`src/rtl/muldiv_issue_ctrl.sv`:
```
// Issues RV32M ops to the iterative multiplier/divider; 2 cycles for divide special cases and cache hits, else unit time + 2.
// Backpressure: stall_e holds IF/ID/EX until the DONE cycle; a flushed op drains its unit before new ops issue.
module muldiv_issue_ctrl #(
    parameter int TIMEOUT = 64,
    parameter int XLEN    = 32
) (
    input  logic              clk,
    input  logic              rst,
    input  logic              valid_e,
    input  logic [2:0]        funct3,
    input  logic [XLEN-1:0]   op_a,
    input  logic [XLEN-1:0]   op_b,
    input  logic              flush,
    output logic              stall_e,
    output logic              result_valid,
    output logic [XLEN-1:0]   result,
    output logic              timeout_err,
    output logic              mul_start,
    output logic              div_start,
    output logic              sign_a,
    output logic              sign_b,
    output logic [XLEN-1:0]   unit_a,
    output logic [XLEN-1:0]   unit_b,
    input  logic              mul_done,
    input  logic              div_done,
    input  logic [2*XLEN-1:0] mul_prod,
    input  logic [XLEN-1:0]   div_quot,
    input  logic [XLEN-1:0]   div_rem
);

    typedef enum logic [2:0] {IDLE, BUSY_MUL, BUSY_DIV, DONE, DRAIN} state_t;

    typedef struct packed {
        logic            vld;
        logic            sgn;
        logic [XLEN-1:0] a;
        logic [XLEN-1:0] b;
        logic [XLEN-1:0] quot;
        logic [XLEN-1:0] rem;
    } cache_t;

    localparam int CW = $clog2(TIMEOUT + 1);
    localparam logic [XLEN-1:0] INT_MIN = {1'b1, {(XLEN-1){1'b0}}};

    state_t        state, state_d;
    cache_t        cache;
    logic [CW-1:0] cnt;
    logic [1:0]    op_sel;
    logic          act_div;

    logic issue, is_div, is_rem, div_sgn, b_zero, ovf, hit, unit_done, wd_hit;

    assign issue     = (state == IDLE) && valid_e && !flush;
    assign is_div    = funct3[2];
    assign is_rem    = funct3[1];
    assign div_sgn   = !funct3[0];
    assign b_zero    = (op_b == '0);
    assign ovf       = div_sgn && (op_a == INT_MIN) && (op_b == '1);
    assign hit       = cache.vld && (cache.a == op_a) && (cache.b == op_b) && (cache.sgn == div_sgn);
    assign unit_done = act_div ? div_done : mul_done;
    assign wd_hit    = (cnt == CW'(TIMEOUT - 1));

    always_comb begin
        state_d      = state;
        stall_e      = 1'b0;
        result_valid = 1'b0;
        case (state)
            IDLE: begin
                stall_e = valid_e && !flush;
                if (issue) begin
                    if (!is_div)
                        state_d = BUSY_MUL;
                    else if (b_zero || ovf || hit)
                        state_d = DONE;
                    else
                        state_d = BUSY_DIV;
                end
            end
            BUSY_MUL, BUSY_DIV: begin
                stall_e = valid_e && !flush;
                // A result arriving with the flush belongs to the killed op, so nothing is left to drain.
                if (flush)
                    state_d = unit_done ? IDLE : DRAIN;
                else if (unit_done || wd_hit)
                    state_d = DONE;
            end
            DONE: begin
                result_valid = !flush;
                state_d      = IDLE;
            end
            DRAIN: begin
                stall_e = valid_e;
                if (unit_done || wd_hit)
                    state_d = IDLE;
            end
            default: state_d = IDLE;
        endcase
        if (!rst)
            stall_e = 1'b0;
    end

    always_ff @(posedge clk or negedge rst) begin
        if (!rst) begin
            state       <= IDLE;
            cache       <= '0;
            cnt         <= '0;
            op_sel      <= '0;
            act_div     <= 1'b0;
            mul_start   <= 1'b0;
            div_start   <= 1'b0;
            sign_a      <= 1'b0;
            sign_b      <= 1'b0;
            unit_a      <= '0;
            unit_b      <= '0;
            result      <= '0;
            timeout_err <= 1'b0;
        end else begin
            state     <= state_d;
            mul_start <= 1'b0;
            div_start <= 1'b0;
            case (state)
                IDLE: begin
                    cnt <= '0;
                    if (issue) begin
                        op_sel <= funct3[1:0];
                        if (!is_div) begin
                            act_div   <= 1'b0;
                            mul_start <= 1'b1;
                            unit_a    <= op_a;
                            unit_b    <= op_b;
                            sign_a    <= (funct3[1:0] != 2'b11);
                            sign_b    <= !funct3[1];
                        end else if (b_zero) begin
                            result <= is_rem ? op_a : '1;
                        end else if (ovf) begin
                            result <= is_rem ? '0 : INT_MIN;
                        end else if (hit) begin
                            result <= is_rem ? cache.rem : cache.quot;
                        end else begin
                            act_div   <= 1'b1;
                            div_start <= 1'b1;
                            unit_a    <= op_a;
                            unit_b    <= op_b;
                            sign_a    <= div_sgn;
                            sign_b    <= div_sgn;
                        end
                    end
                end
                BUSY_MUL, BUSY_DIV: begin
                    cnt <= cnt + CW'(1);
                    if (!flush) begin
                        if (unit_done) begin
                            if (act_div) begin
                                result <= op_sel[1] ? div_rem : div_quot;
                                cache  <= '{vld: 1'b1, sgn: !op_sel[0], a: unit_a, b: unit_b,
                                            quot: div_quot, rem: div_rem};
                            end else begin
                                result <= (op_sel == 2'b00) ? mul_prod[XLEN-1:0]
                                                            : mul_prod[2*XLEN-1:XLEN];
                            end
                        end else if (wd_hit) begin
                            timeout_err <= 1'b1;
                            result      <= '0;
                        end
                    end
                end
                DRAIN: begin
                    cnt <= cnt + CW'(1);
                    if (!unit_done && wd_hit)
                        timeout_err <= 1'b1;
                end
                default: ;
            endcase
        end
    end

endmodule
```
`config.mk`:
```
export PLATFORM = sky130hd
export DESIGN_NAME = muldiv_issue_ctrl
export DESIGN_NICKNAME = d
export VERILOG_FILES = /design/src/rtl/muldiv_issue_ctrl.sv
export SDC_FILE = /design/constraint.sdc
export NUM_CORES = 1
export LEC_CHECK = 0
export CORE_UTILIZATION = 40
export DETAILED_ROUTE_END_ITERATION = 8
export PLACE_DENSITY = 0.67
export SLEW_MARGIN = 20
export SYNTH_ARGS = -nofsm -noshare
export SYNTH_HDL_FRONTEND = slang
export SYNTH_SLANG_ARGS = --single-unit
```
`constraint.sdc`:
```
create_clock -name clk -period 4.1 [get_ports clk]
set_input_delay 0.615 -clock clk [delete_from_list [all_inputs] [get_ports clk]]
set_output_delay 0.615 -clock clk [all_outputs]
set_load 0.005 [all_outputs]
```
* After elaboration in Yosys (flattened, before gate mapping) *
Cells that the tools add are included.

storage, ports and cells
  bits in registers = 244
  logic and storage cells = 135

operators by class
  $add $sub $neg = 1
  eq/ne operators = 24
  muxes and demuxes = 59
  bitwise operators = 1
  reduce and logical (&&, ||, !) cells = 32

operators with widths
  kind                                                             count
  32-bit two-way mux                                               22
  32-bit == test                                                   2
  32-bit == test, second input constant                            2
  32-bit case mux with 2 select lines                              1
  32-bit logical NOT                                               1
  1-bit two-way mux                                                26
  2-bit inequality test, second input constant                     11
  3-bit two-way mux                                                5
  7-bit case mux with 2 select lines                               1
  5-bit AND reduction                                              2
  1-bit logical AND                                                9
  3-bit case mux with 3 select lines                               1
  7-bit by 1-bit adder with 7-bit output, second input constant    1
  7-bit by 6-bit == test with 1-bit output, second input constant  1
  3-bit by 2-bit == test with 1-bit output, second input constant  2
  3-bit inequality test, second input constant                     2
  6-bit AND reduction                                              1
  2-bit nonzero test                                               3
  3-bit OR reduction                                               2
  1-bit logical NOT                                                5
  4-bit inequality test, second input constant                     1
  1-bit case mux with 2 select lines                               2
  4-bit AND reduction                                              1
  3-bit by 1-bit == test with 1-bit output, second input constant  1
  10 further kinds                                                 12

* Depth between registers and ports, before layout *
Gate-level depths: netlist (run 1).

  depth in word-level cells = 10
  mapped depth = 9
  depth with buffers taken out = 8

* Least setup slack after synthesis (run 1) *
Ideal clock, no wire load.

  path kind = input to register
  start = input port op_a[11]
  end = register result[10]
  library setup time = 0.125 ns
  arrival = 2.465 ns
  path slack = 1.510 ns
  stages = 8
  buffers on the path = 1
  cell sequence = nand4bb_1 or4_1 or3_4 nor3_4 buf_6 o21ai_1 a22o_1 mux2_2

between the ends
  cells in the longest elaborated chain, start to end = 8

ends and longest elaborated chain
  element                              line  text
  start, declared                      11    input logic [XLEN-1:0] op_a,
  32-bit == test                       58    assign ovf = div_sgn && (op_a == INT_MIN) && (op_b == '1);
  1-bit logical AND (2 in a row)       58
  32-bit two-way mux                   135   end else if (ovf) begin
  32-bit two-way mux                   133   end else if (b_zero) begin
  32-bit two-way mux                   126   if (!is_div) begin
  32-bit two-way mux                   124   if (issue) begin
  32-bit case mux with 2 select lines  121   case (state)
  end signal, assigned                 134   result <= is_rem ? op_a : '1;
  end signal, assigned                 136   result <= is_rem ? '0 : INT_MIN;
  end signal, assigned                 138   result <= is_rem ? cache.rem : cache.quot;
  end, declared                        16    output logic [XLEN-1:0] result,

Several ways; a longest one is shown, not always the timed one. The select of a mux whose other input is x is not followed.
A chain may end at the register's enable or synchronous reset.

* Worst setup path in the final report (run 1) *
  start = register state[0]
  end = output port stall_e

between the ends
  cells in the longest elaborated chain, start to end = 4

ends and longest elaborated chain
  element                                                           line  text
  start, declared                                                   45    state_t state, state_d;
  start signal, assigned                                            118   state <= state_d;
  3-bit by 1-bit == test with 1-bit output (tied with other cells)  67    case (state)
  3-bit OR reduction (no line)                                      --
  1-bit case mux with 2 select lines *                              67
  1-bit two-way mux *                                               98    if (!rst)
  end, declared                                                     14    output logic stall_e,

Every way passes the cells marked *; elsewhere a longest branch is shown, timed or not.

==> results.tsv, run 1 <==
stage	metric	value	unit
clocking	clk_lat worst skew	0.55	ns
setup_path	CP endpoint kind	output port	
synth	Netlist cell types	57	
floorplanning	Initial Util	40.89	%
timing	RSZ-0062 raised after global routing	false	
global_routing	GR Overflow Total	0	
detailed_routing	vias per cell	5.567	
setup_path	CP required	3.48	ns
global_routing	antenna violations before repair	2	
run	maximum capacitance violations	0	
timing	endpoints failing hold	0	
pwr	Net Sw Frac	33.68	%
clocking	H-tree depth	1	
pwr	Leak Pwr	6.949	nW
place	DPL Wire Length	28.94	mm
timing	max-slew violations	0	
setup_path	FF-to-FF Start	state[0]	
clocking	CTS resizes	0	
clocking	TritonCTS Buffers	28	
floorplanning	Die W	179.5	µm
timing	Slew @ Worst Pin	0.9978	ns
global_routing	largest net degree at the start of global routing	77	
synth	Ys Warns	0	
synth	Synth Area per Inst	11.27	µm²
synth	top-count cell post-synth	dfrtp_1	
synth	Syn Inst Count	1119	
setup_path	slowest cell on the critical path	nor2_1	
setup_path	Crit Path Category	flop to output port	
global_routing	vias in the first global route	10330	
detailed_routing	Via Count	10200	
clocking	CTS tree	built	
setup_path	Worst Path Max Fanout	14	
synth	Synth top cells by count	dfrtp_1 (244), mux2_2 (174), nand2_1 (83), clkbuf_1 (57)	
pwr	pwr/cell area	702.3	nW/µm²
detailed_routing	DR WL/cell	21.97	µm
cells_and_area	Net count, final	1615	
synth	Mapped Area	12610	µm²
timing	setup TNS	0	ns
synth	Post-synth EDFFs	0	
cells_and_area	Layout area overhead	35.64	%
synth	register bit total from synthesis	244	
setup_path	worst path cell trace	nor2_1 -> nand2_1 -> a21oi_1 -> clkdlybuf4s50_1	
timing	Peak Freq	0.3024	GHz
pwr	combinational share of power	42.2	%
global_routing	Tot GR Track Use	24.97	%
synth	share of the synthesized area in the top cell type	48.43	%
pwr	maximum vdd drop	0.3646	mV
setup_path	kind of cell with the highest combined delay on the critical path	simple AND/OR/NAND/NOR gates	
floorplanning	io pins	304	
setup_path	CP endpoint	stall_e	
setup_path	end of the worst register-to-register path	result[25]	
synth	Top FF cell, synth	dfrtp_1	
synth	sequential-to-total area share from yosys stat	48.43	%
pwr	Power Total	12.01	mW
timing	Final Setup Violations	0	
clocking	root buf cell	clkbuf_16	
setup_path	CP Depth	4	
detailed_routing	DRC errors left	36	
cells_and_area	final instance area	17100	µm²
clocking	CTS sink cnt	244	
detailed_routing	drt first pass iters	6	
cells_and_area	post-layout instance count excluding filler cells	1832	
setup_path	Buf/Inv on CP	1	
detailed_routing	antenna viol nets, final	0	
status	status	finished with violations	
synth	Synth area leaders	dfrtp_1 (48%), mux2_2 (16%), mux2_1 (4.5%), xnor2_1 (3.0%), mux2i_1 (2.8%)	
place	post-place instance area	16160	µm²
floorplanning	core area	30830	µm²
global_routing	first-pass GRT wire length	62.58	mm
synth	asr flop ratio synth	100.0	%
floorplanning	Die Y	179.5	µm
worst_hold_path	HP Class	flop to flop	
pwr	Switching Power	4.046	mW
clocking	Clock Tree Buf Depth	3	
cells_and_area	fin util	55.47	%
setup_path	critical path startpoint	state[0]	
place	IO buf count	303	
synth	Yosys top cell by area	dfrtp_1	
place	placed insts	1778	
pwr	clock share of power	20.9	%
detailed_routing	routed wire length	40.25	mm
timing	clk_skew	0.02121	ns
status	violated checks	DRC	
timing	post-route minimum period	3.307	ns
place	GP Congestion	0.8976	
pwr	Int Pwr	7.965	mW
pwr	sequential power share	36.9	%
detailed_routing	DR iter-0 viols	597	
setup_path	reg-to-reg slack, setup	1.06	ns
clocking	CTS clk-pin slew, worst paths	0.06	ns
timing	Max-slew headroom	33.48	%
setup_path	CP peak stage delay	0.61	ns
setup_path	Reg2Reg Depth	8	
cells_and_area	share of cells above drive strength 1	18.83	%
synth	syn nets	1321	
setup_path	Worst setup SP type	flop	
floorplanning	die area	32230	µm²
setup_path	crit path DAT	2.69	ns
timing	fin crit share	80.65	%
floorplanning	Rows	64	
## per-stage QoR
stage | worst slack (ns) | hold WS, ns
2_1_floorplan | 1.510 | 0.3194
3_3_place_gp | 0.3257 | 0.4539
3_5_place_dp | 0.3131 | 0.4542
4_1_cts | 0.8346 | 0.4797
5_1_grt | 0.6516 | 0.5098
6_report | 0.7934 | 0.4789
## routing by layer
| layer | track usage [%] | up-vias | part of all wire [%] |
|---|---|---|---|
| li1 | - | 4666 | - |
| met3 | 4.599 | 58 | 6.4 |
| met1 | 34.27 | 5142 | 44 |
| met5 | 0 | - | 0 |
| met2 | 40.52 | 332 | 48 |
| met4 | 6.759 | 0 | 2.3 |
## cell type report
cell class | instances | area, µm²
diodes | 2 | 5.005
clock buffers | 43 | 827.0
clock inverters | 8 | 101.3
fillers | 2666 | 13730
inverters | 16 | 60.06
multi-input cells | 785 | 6155
flip-flops and latches | 244 | 6108
well taps | 396 | 495.5
repair buffers | 338 | 3348
## registers in the layout (all words and copies together) (netlist names)
signal       cells
cache          130
result          32
unit_a          32
unit_b          32
cnt              7
state            3
op_sel           2
act_div          1
div_start        1
mul_start        1
sign_a           1
sign_b           1
timeout_err      1
## cells in the final DEF (no fill, tap or decap), types with 31 or more instances in the layout
cell	Yosys	layout
a211oi_1	32	32
a21oi_1	43	42
a22o_1	31	31
a31oi_1	34	33
clkdlybuf4s50_1	0	301
dfrtp_1	244	242
mux2_1	50	50
mux2_2	174	174
mux2i_1	35	35
nand2_1	83	83
nor2_1	50	46
nor2b_1	44	44
xnor2_1	43	43
## power groups by stage
stage	combinational (mW)	sequential (mW)	clock [mW]
floorplan	2.97	4.22	0
global placement	5.01	4.41	0
detailed placement	5.09	4.45	0
CTS	5.13	4.42	2.56
global route	5.51	4.59	2.66
finish	5.07	4.43	2.51
## worst min-delay path by stage
stage | to | slack (ns) | startpoint | cells past startpoint
2_1_floorplan | act_div | 0.32 | rst | 0
3_3_place_gp | timeout_err | 0.45 | timeout_err | 1
3_5_place_dp | cache[129] | 0.45 | cache[129] | 1
4_1_cts | cache[129] | 0.48 | cache[129] | 1
5_1_grt | timeout_err | 0.51 | timeout_err | 1
6_report | timeout_err | 0.48 | timeout_err | 1
## what timing repair did
| item | in CTS | in global routing |
|---|---|---|
| hold buffers | 1 | 0 |
| setup buffers | 0 | 0 |
| endpoints found under the hold margin | 20 | 0 |
## kinds of logic (layout without fill, tap and decap cells)
logic type	count (synthesis)	in the layout	share of synthesized area [%]
and+or+nand+nor	264	264	10.66
muxes	259	259	22.79
DFF	244	244	48.43
AOI/OAI and AO/OA	210	210	11.19
buffers and inverters	90	405	3.235
xor gates and xnor gates	46	46	3.196
adders and majority gates	6	6	0.4962
other	0	2	0
(Power assumes the default switching activity.)
==> run 2, diff against run 1 <==
clock period = 3.2 ns   (was 4.1 ns; I/O delays follow)
==> run 2 against run 1 <==
  * The flow still finishes with violations (DRC)
  * Critical path depth grew 1
  * Final cell count grew 3.5%
  * Sequential share of layout area shrank 1.0 points
  * Die area is the same
  * Register-to-register slack lost 0.55 ns
  * First-iteration DRC count grew 26%
  * Via count grew 2.4%
  * Final area grew 2.9%
  * Sequential power grew 28%
==> results.tsv, run 2 (same netlist as run 1, synthesis figures left out) <==
stage	metric	value	unit	change
cells_and_area	most frequent cells in the layout	clkdlybuf4s50_1 (301), dfrtp_1 (242), mux2_2 (174)		unchanged
cells_and_area	Top reg by flops	cache		unchanged
timing	Final Setup Violations	0		unchanged
global_routing	antenna violations before repair	2		unchanged
detailed_routing	Via Count	10440		was 10200
timing	Hold Slack	0.3623	ns	was 0.4789 ns
detailed_routing	DR WL/cell	21.34	µm	was 21.97 µm
cells_and_area	Layout area overhead	39.54	%	was 35.64%
clocking	CTS sink cnt	244		unchanged
setup_path	crit path DAT	2.32	ns	was 2.69 ns
global_routing	GR Overflow Total	0		unchanged
cells_and_area	share of cells above drive strength 1	22.31	%	was 18.83%
timing	Peak Freq	0.3569	GHz	
place	IO buf count	303		unchanged
cells_and_area	Net count, final	1679		was 1615
clocking	Clock Tree Buf Depth	3		unchanged
detailed_routing	DRC errors left	36		unchanged
detailed_routing	drt first pass iters	7		was 6
setup_path	slowest cell on the critical path	dfrtp_1		was nor2_1
setup_path	Crit Path Category	flop to output port		unchanged
timing	Slew @ Worst Pin	1.012	ns	was 0.9978 ns
timing	post-route minimum period	2.802	ns	
clocking	H-tree depth	1		unchanged
cells_and_area	fin util	57.06	%	was 55.47%
clocking	CTS tree	built		unchanged
cells_and_area	post-layout instance count excluding filler cells	1896		was 1832
run	maximum capacitance violations	0		unchanged
pwr	maximum vdd drop	0.3565	mV	was 0.3646 mV
pwr	Leak Pwr	7.258	nW	was 6.949 nW
pwr	Power Total	15.48	mW	was 12.01 mW
place	placed insts	1843		was 1778
setup_path	worst path cell trace	nor2_1 -> buf_4 -> nand2_1 -> a21oi_1 -> clkdlybuf4s50_1		was nor2_1 -> nand2_1 -> a21oi_1 -> clkdlybuf4s50_1
floorplanning	die area	32230	µm²	unchanged
clocking	TritonCTS Buffers	27		was 28
place	GP Congestion	0.8867		was 0.8976
pwr	pwr/cell area	879.8	nW/µm²	was 702.3 nW/µm²
detailed_routing	vias per cell	5.508		was 5.567
setup_path	CP required	2.72	ns	was 3.48 ns
setup_path	Worst setup SP type	flop		unchanged
global_routing	Tot GR Track Use	24.94	%	was 24.97%
clocking	CTS clk-pin slew, worst paths	0.06	ns	about the same
cells_and_area	commonest non-fill, non-tap cell in the layout	clkdlybuf4s50_1		unchanged
setup_path	Buf/Inv on CP	2		was 1
cells_and_area	final instance area	17590	µm²	was 17100 µm²
place	post-place instance area	16680	µm²	was 16160 µm²
floorplanning	core area	30830	µm²	unchanged
cells_and_area	layout filler cell count	2648		was 2666
timing	fin crit share	87.56	%	
clocking	root buf cell	clkbuf_16		unchanged
setup_path	CP endpoint kind	output port		unchanged
global_routing	first-pass GRT wire length	63.04	mm	was 62.58 mm
setup_path	Worst Path Max Fanout	13		was 14
cells_and_area	max reg flops	130		unchanged
global_routing	vias in the first global route	10850		was 10330
timing	RSZ-0062 raised after global routing	false		unchanged
status	status	finished with violations		unchanged
detailed_routing	DR iter-0 viols	753		was 597
clocking	clk_lat worst skew	0.55	ns	about the same
timing	clk_skew	0.02488	ns	was 0.02121 ns
floorplanning	Initial Util	40.89	%	unchanged
timing	Max-slew headroom	32.51	%	was 33.48%
detailed_routing	antenna viol nets, final	0		unchanged
timing	endpoints failing hold	0		unchanged
setup_path	CP peak stage delay	0.56	ns	was 0.61 ns
place	DPL Wire Length	29.71	mm	was 28.94 mm
worst_hold_path	HP Class	input pin to asynchronous set/reset pin		was flop to flop
floorplanning	Die W	179.5	µm	unchanged
setup_path	kind of cell with the highest combined delay on the critical path	buffers and inverters		was simple AND/OR/NAND/NOR gates
floorplanning	Rows	64		unchanged
status	violated checks	DRC		unchanged
timing	max-slew violations	0		unchanged
detailed_routing	routed wire length	40.46	mm	was 40.25 mm
floorplanning	io pins	304		unchanged
floorplanning	Die Y	179.5	µm	unchanged
global_routing	largest net degree at the start of global routing	158		was 77
==> run 2: per-layer routing <==
| metal | global-route usage [%] | up-vias | part of all wire (%) |
|---|---|---|---|
| met2 | 41.52 | 355 | 47 |
| met3 | 4.052 | 57 | 5.8 |
| met4 | 6.552 | 0 | 2.4 |
| met1 | 33.74 | 5229 | 44 |
| li1 | - | 4802 | - |
| met5 | 0 | - | 0 |
==> run 2: power breakdown <==
part	switching (mW)	internal, mW
Sequential	1.10	4.59
Clock	1.27	1.87
Combinational	2.82	3.82
Total	5.19	10.3
==> run 2: worst reg2reg max path, delay by kind of cell, from the launching register on <==
family	cells	cell delay, ns
compound gates	3	0.88
buf+inv	1	0.24
flops	1	0.55
simple gates	3	0.55
mux	1	0.33
==> run 2: layout make-up <==
cell class	count	area (µm²)	share of cell area (%)
Timing Repair Buffer	403	3874	22.02
Clock buffer	41	798.3	4.538
Antenna cell	3	7.507	0.04267
Inverter	16	60.06	0.3414
Sequential cell	244	6108	34.72
Multi-Input combinational cell	785	6155	34.99
Tap cell	396	495.5	2.816
Clock inverter	8	93.84	0.5334
==> run 2: final timing paths <==
check	depth (start not counted)	end	slack, ns	startpoint
max	5	stall_e	0.40	state[1]
min	2	cnt[5]	0.36	rst
max reg2reg	8	result[23]	0.51	state[0]
min reg2reg	1	result[31]	0.50	result[31]
max in group asynchronous	3	cache[39]	1.65	rst
min in group clk	1	result[31]	0.50	result[31]
==> run 2: metrics by stage <==
| step | TNS (ns) | setup slack [ns] |
|---|---|---|
| 4_1_cts | 0 | 0.4137 |
| 3_3_place_gp | -2.702 | -0.1011 |
| 3_5_place_dp | -2.701 | -0.1156 |
| 6_report | 0 | 0.3982 |
| 2_1_floorplan | 0 | 0.7451 |
| 5_1_grt | 0 | 0.2606 |
==> run 2: timing repair <==
action,CTS,global route
gates resized for setup,0,0
endpoints found under the hold margin,20,0
setup endpoints to repair,0,0
hold buffers,1,0
buffers inserted,0,0
